==> config.mk <==
export PLATFORM = sky130hd
export DESIGN_NAME = alu_share_ctrl
export DESIGN_NICKNAME = d
export VERILOG_FILES = /design/src/rtl/alu_share_ctrl.sv
export SDC_FILE = /design/constraint.sdc
export NUM_CORES = 1
export LEC_CHECK = 0
export ABC_AREA = 1
export ABC_CLOCK_PERIOD_IN_PS = 2800
export BUFFER_PORTS_ARGS = -buffer_cell sky130_fd_sc_hd__buf_2
export CORE_MARGIN = 2
export CORE_UTILIZATION = 49
export CTS_CLUSTER_DIAMETER = 100
export CTS_CLUSTER_SIZE = 14
export DETAILED_ROUTE_END_ITERATION = 10
export MAX_ROUTING_LAYER = met4
export PLACE_DENSITY_LB_ADDON = 0.08
export SLEW_MARGIN = 10
export SYNTH_ARGS = -nofsm -noshare
export SYNTH_HDL_FRONTEND = slang
export SYNTH_SLANG_ARGS = --single-unit
==> constraint.sdc <==
create_clock -name clk -period 2.8 [get_ports clk]
set_input_delay 0.56 -clock clk [delete_from_list [all_inputs] [get_ports clk]]
set_output_delay 0.56 -clock clk [all_outputs]
set_load 0.005 [all_outputs]
==> src/rtl/alu_share_ctrl.sv <==
// alu_share_ctrl: round-robin arbiter and sequencer in front of one shared combinational ALU.
// Define ALU_OP_CHECK_EN to treat opcode 3'b101 as reserved (forced to 0, flagged on rsp_err).
module alu_share_ctrl #(
  parameter int W           = 32,
  parameter int EXEC_CYCLES = 1
) (
  input  logic         clk,
  input  logic         rst,
  input  logic         req0_valid,
  output logic         req0_ready,
  input  logic [W-1:0] req0_a,
  input  logic [W-1:0] req0_b,
  input  logic [2:0]   req0_op,
  input  logic         req1_valid,
  output logic         req1_ready,
  input  logic [W-1:0] req1_a,
  input  logic [W-1:0] req1_b,
  input  logic [2:0]   req1_op,
  output logic [W-1:0] alu_a,
  output logic [W-1:0] alu_b,
  output logic [2:0]   alu_op,
  input  logic [W-1:0] alu_c,
  input  logic         alu_zero,
  output logic         rsp_valid,
  input  logic         rsp_ready,
  output logic         rsp_id,
  output logic [W-1:0] rsp_c,
  output logic         rsp_zero,
  output logic         rsp_err
);

  localparam logic [1:0] IDLE     = 2'd0;
  localparam logic [1:0] EXEC     = 2'd1;
  localparam logic [1:0] RESP     = 2'd2;
  localparam logic [3:0] CNT_LOAD = 4'(EXEC_CYCLES - 1);
  localparam logic [2:0] OP_RSVD  = 3'b101;

`ifdef ALU_OP_CHECK_EN
  localparam logic OP_CHECK = 1'b1;
`else
  localparam logic OP_CHECK = 1'b0;
`endif

  logic [1:0]   state_r;
  logic [3:0]   cnt_r;
  logic         last_grant_r;
  logic         run_r;
  logic         err_pend_r;
  logic [W-1:0] alu_a_r;
  logic [W-1:0] alu_b_r;
  logic [2:0]   alu_op_r;
  logic         rsp_valid_r;
  logic         rsp_id_r;
  logic [W-1:0] rsp_c_r;
  logic         rsp_zero_r;
  logic         rsp_err_r;

  logic         grant_s;
  logic         grant_id_s;
  logic [W-1:0] sel_a_s;
  logic [W-1:0] sel_b_s;
  logic [2:0]   sel_op_s;
  logic         sel_illegal_s;

  // Arbitration: a tie goes to the requester that did not win last time.
  always_comb begin
    grant_s    = 1'b0;
    grant_id_s = 1'b0;
    if ((state_r == IDLE) && run_r) begin
      if (req0_valid && req1_valid) begin
        grant_s    = 1'b1;
        grant_id_s = ~last_grant_r;
      end else if (req0_valid) begin
        grant_s    = 1'b1;
        grant_id_s = 1'b0;
      end else if (req1_valid) begin
        grant_s    = 1'b1;
        grant_id_s = 1'b1;
      end else begin
        grant_s    = 1'b0;
        grant_id_s = 1'b0;
      end
    end else begin
      grant_s    = 1'b0;
      grant_id_s = 1'b0;
    end
  end

  // Operand select for the winning requester.
  always_comb begin
    sel_a_s  = req0_a;
    sel_b_s  = req0_b;
    sel_op_s = req0_op;
    if (grant_id_s) begin
      sel_a_s  = req1_a;
      sel_b_s  = req1_b;
      sel_op_s = req1_op;
    end else begin
      sel_a_s  = req0_a;
      sel_b_s  = req0_b;
      sel_op_s = req0_op;
    end
    sel_illegal_s = OP_CHECK & (sel_op_s == OP_RSVD);
  end

  assign req0_ready = grant_s & ~grant_id_s;
  assign req1_ready = grant_s & grant_id_s;

  // Sequencer: latch operands on grant, count settle time, capture and hold the response.
  always_ff @(posedge clk or negedge rst) begin
    if (!rst) begin
      state_r      <= IDLE;
      cnt_r        <= 4'd0;
      last_grant_r <= 1'b1;
      run_r        <= 1'b0;
      err_pend_r   <= 1'b0;
      alu_a_r      <= {W{1'b0}};
      alu_b_r      <= {W{1'b0}};
      alu_op_r     <= 3'd0;
      rsp_valid_r  <= 1'b0;
      rsp_id_r     <= 1'b0;
      rsp_c_r      <= {W{1'b0}};
      rsp_zero_r   <= 1'b0;
      rsp_err_r    <= 1'b0;
    end else begin
      run_r <= 1'b1;
      case (state_r)
        IDLE: begin
          if (grant_s) begin
            alu_a_r      <= sel_a_s;
            alu_b_r      <= sel_b_s;
            alu_op_r     <= sel_illegal_s ? 3'd0 : sel_op_s;
            err_pend_r   <= sel_illegal_s;
            rsp_id_r     <= grant_id_s;
            last_grant_r <= grant_id_s;
            cnt_r        <= CNT_LOAD;
            state_r      <= EXEC;
          end
        end
        EXEC: begin
          if (cnt_r == 4'd0) begin
            rsp_c_r     <= err_pend_r ? {W{1'b0}} : alu_c;
            rsp_zero_r  <= err_pend_r ? 1'b0 : alu_zero;
            rsp_err_r   <= err_pend_r;
            rsp_valid_r <= 1'b1;
            state_r     <= RESP;
          end else begin
            cnt_r <= cnt_r - 4'd1;
          end
        end
        RESP: begin
          if (rsp_valid_r && rsp_ready) begin
            rsp_valid_r <= 1'b0;
            state_r     <= IDLE;
          end
        end
        default: begin
          state_r <= IDLE;
        end
      endcase
    end
  end

  assign alu_a     = alu_a_r;
  assign alu_b     = alu_b_r;
  assign alu_op    = alu_op_r;
  assign rsp_valid = rsp_valid_r;
  assign rsp_id    = rsp_id_r;
  assign rsp_c     = rsp_c_r;
  assign rsp_zero  = rsp_zero_r;
  assign rsp_err   = rsp_err_r;

endmodule
==> PnR_summary.wiki <==
{| class="wikitable"
! Metric !! Value
|-
| Antenna violations before repair || 1
|-
| Total number of yosys warnings || 0
|-
| Non-Filler Cell Area, Final || between 6000 and 7000 um^2
|-
| Placeable core area || between 10000 and 15000 um^2
|-
| Cell area after placement || 6670 um^2
|-
| Crit path cell chain || inv_1, ha_1, nand3_2, o21ai_0
|-
| Clock network latency to the later pin of the worst-skew pair || 0.36 ns
|-
| TritonCTS buffer count || 9
|-
| Fraction of layout cells with a size suffix above 1 || 0.323
|-
| Combinational share of power || 0.417
|-
| Post-synth EDFFs || 0
|-
| Number of fill cells || between 800 and 900
|-
| Area of the multi-input gates || approximately 1800 um^2
|-
| Setup crit end || rsp_c[15]
|-
| Post-Syn Instances || approximately 690
|-
| Delay of the slowest cell on the worst path || 0.82 ns
|-
| Max H-tree Level || 3
|-
| Top flip-flop cell by instance count after synthesis || sky130_fd_sc_hd__dfrtp_1
|-
| Nets@finish || around 1100
|-
| Largest net degree at the start of global routing || around 110
|-
| Sequential share of the synthesized area || 0.528
|-
| Die extent in x || between 100 and 150 um
|-
| Cell area after synthesis || roughly 5200 um^2
|-
| Final period utilization || 0.787
|-
| Placer Congestion || about 0.82
|-
| Sum of negative setup slack || 0 ns
|-
| Worst-Margin Slew || 1.05 ns
|-
| Max-cap check violation count || 0
|-
| Crit path max fanout || 68
|-
| Slew Viols, Final || 0
|-
| Worst vdd ir || roughly 0.00052 V
|-
| Required time of the critical path || 3.05 ns
|-
| Mean cell area of the mapped netlist || around 7.6 um^2
|-
| Net Switching || approximately 2.5 mW
|-
| DIE AREA || about 11000 um^2
|-
| Clock-pin slew on the worst setup and hold paths || about 0.1 ns
|-
| Pint || ~4 mW
|-
| Iter 0 DRT Violations || 561
|-
| Fraction of the core area covered by cells at the end of the flow || 0.669
|-
| Area added between synthesis and finish || 32.6%
|-
| Number of iterations in the first detailed-routing pass || 7
|-
| Switching part of the total || 0.385
|-
| Launch point of the worst reg-to-reg path || cnt_r[0]
|-
| Post-CTS Setup Repair Bufs || 0
|-
| Post-layout power || between 6 and 7 mW
|-
| Resize count post-CTS || 0
|-
| Count of different cell masters after synthesis || 19
|-
| Dominant cell type by area after synthesis || sky130_fd_sc_hd__dfrtp_1
|-
| Share of total power in sequential cells || 0.420
|-
| Final hold violation count || 0
|-
| GR Util All Layers || 0.268
|-
| Max Clock Freq || ~0.45 GHz
|-
| Power density normalized to cell area || ~950 nW/um^2
|-
| Leakage || roughly 4.2 nW
|-
| Slowest stage cell on the critical path || sky130_fd_sc_hd__nand3_2
|-
| Wire length after detailed routing || roughly 15 mm
|-
| Final critical-path required period || 2.20 ns
|-
| Setup repair after global routing missed its margin || false
|-
| CTS tree || yes
|-
| Half-perimeter wire length of the detailed placement result || about 11 mm
|-
| Max-slew headroom || 0.297
|-
| Hold/Removal Path Class || primary input to async pin
|-
| Commonest cells post-synth || sky130_fd_sc_hd__nand2_1, sky130_fd_sc_hd__inv_1, sky130_fd_sc_hd__dfrtp_1
|-
| FF/Latch Area || 2750 um^2
|-
| Total nets after synthesis || approximately 860
|-
| Worst R2R Setup Slack || a little under 0.6 ns
|-
| Clock buffer depth || 2
|-
| Total clock sinks || 110
|-
| Launch point of the worst path || cnt_r[0]
|-
| Number of flip-flops and latches in the synthesized netlist || 110
|-
| Status || finished, final reports clean
|-
| Clock network fraction of design power || 0.164
|-
| Vertical die dimension || roughly 110 um
|-
| Number of standard-cell rows in the floorplan || 37
|-
| Hold bufs inserted after CTS || 0
|-
| Library cell with the highest instance count after synthesis || sky130_fd_sc_hd__nand2_1
|-
| Number of I/O pins || 277
|-
| DRC || 0
|-
| First-pass GRT wire length || about 24 mm
|-
| Number of global-route vias before repair || between 5000 and 6000
|-
| Root Buffer Master || sky130_fd_sc_hd__clkbuf_8
|-
| Routed wirelength normalized by instance count || 13.8 um
|-
| Area fraction of the dominant cell type after synthesis || 0.523
|-
| Overall overflow remaining after global route || 0
|-
| Signal arrival time at the worst endpoint || roughly 2.5 ns
|-
| Via-to-Cell Ratio || about 4.9
|-
| Type of element launching the critical path || register
|-
| End of the worst register-to-register path || rsp_c[15]
|-
| Worst Skew || between 0.007 and 0.008 ns
|-
| IO buf count || approximately 280
|-
| ANT nets after route || 0
|-
| Reg2Reg Depth || 4
|-
| CP endpoint kind || register
|-
| Category of the most critical setup path || register to register
|-
| Initial Util || 0.505
|-
| Most area-consuming cells after synthesis || sky130_fd_sc_hd__dfrtp_1, sky130_fd_sc_hd__nand2_1, sky130_fd_sc_hd__nand3_1
|-
| Total via count after detailed routing || 5319
|-
| Setup-violating endpoint count in the final report || 0
|-
| FFs w/ async S/R, synth || 1.00
|}
cell families (layout without fill, tap and decap cells):
kind of cell,count (synthesis),after routing,synth area share
adder cells (fa/ha/maj),1,1,0.00240
AND/OR/NAND/NOR,376,376,0.313
buffers and inverters,161,419,0.120
other,2,3,0.00144
XOR/XNOR,1,1,0.00168
flip-flops,110,110,0.528
AO/OA/AOI/OAI,35,35,0.0336
flip-flops by register name (all words and copies together) (netlist names):
name	cells
rsp_id	1
state_r	2
last_grant_r	1
rsp_valid	1
alu_op	3
rsp_c	32
alu_a	32
run_r	1
cnt_r	4
rsp_zero	1
alu_b	32
cell usage in the layout (no fill, tap or decap), types with 2 or more instances in the layout:
master,count
sky130_fd_sc_hd__buf_2,274
sky130_fd_sc_hd__nand2_1,162
sky130_fd_sc_hd__inv_1,118
sky130_fd_sc_hd__dfrtp_1,109
sky130_fd_sc_hd__nand3_1,102
sky130_fd_sc_hd__nor2_1,78
sky130_fd_sc_hd__o21ai_0,31
sky130_fd_sc_hd__nand4_1,30
sky130_fd_sc_hd__clkbuf_8,10
sky130_fd_sc_hd__buf_4,9
sky130_fd_sc_hd__o21ai_1,4
sky130_fd_sc_hd__clkinvlp_4,3
sky130_fd_sc_hd__nand3_2,2
sky130_fd_sc_hd__conb_1,2
sky130_fd_sc_hd__bufinv_16,2
critical path, delay by kind of cell (launching register included):
kind,cells,cell delay [ns]
flops,1,0.38
simple gates,1,0.82
buf+inv,1,0.12
compound gates,1,0.51
fa+ha+maj,1,0.25
power groups by stage:
stage / logic [mW] / clock network, mW / registers (mW)
6_report: 2.74 / 1.08 / 2.76
5_1_grt: 3.16 / 1.17 / 2.85
4_1_cts: 2.78 / 1.11 / 2.76
3_5_place_dp: 2.77 / 0 / 2.79
3_3_place_gp: 2.67 / 0 / 2.75
2_1_floorplan: 1.44 / 0 / 2.83
routing by layer:
metal  GRT usage  routed length, um  vias up
met1       0.312               5920     2420
met5           -                  0        -
met2       0.450               7370      238
li1            -                  -     2622
met3      0.0486               1090       39
met4       0.124                508        0
stage by stage:
| stage | setup slack (ns) | cells | hold slack [ns] |
|---|---|---|---|
| after floorplan | 0.811 | 686 | 0.264 |
| final | 0.597 | 1081 | 0.254 |
| after CTS | 0.566 | 1080 | 0.273 |
| after detailed placement | 0.554 | 1064 | 0.458 |
| after global routing | 0.245 | 1081 | 0.282 |
| after global placement | 0.772 | 1064 | 0.452 |
worst min-delay path by stage:
| stage | to | start | depth (start not counted) | slack, ns |
|---|---|---|---|---|
| after floorplan | alu_a[0] | rst | 0 | 0.26 |
| after global placement | rsp_id | rsp_id | 2 | 0.45 |
| after detailed placement | rsp_id | rsp_id | 2 | 0.46 |
| after CTS | rsp_c[9] | rst | 2 | 0.27 |
| after global routing | rsp_c[9] | rst | 2 | 0.28 |
| final | rsp_c[9] | rst | 2 | 0.25 |
final cells by class:
class	instances	area share
antenna	1	0.000362
clock buffer	10	0.0199
inverter	119	0.0647
tap	136	0.0246
clock inverter	6	0.0136
sequential	110	0.399
timing repair buffer	284	0.211
multi-input combinational	415	0.267
Note: power is estimated with default switching activity, not from simulation.
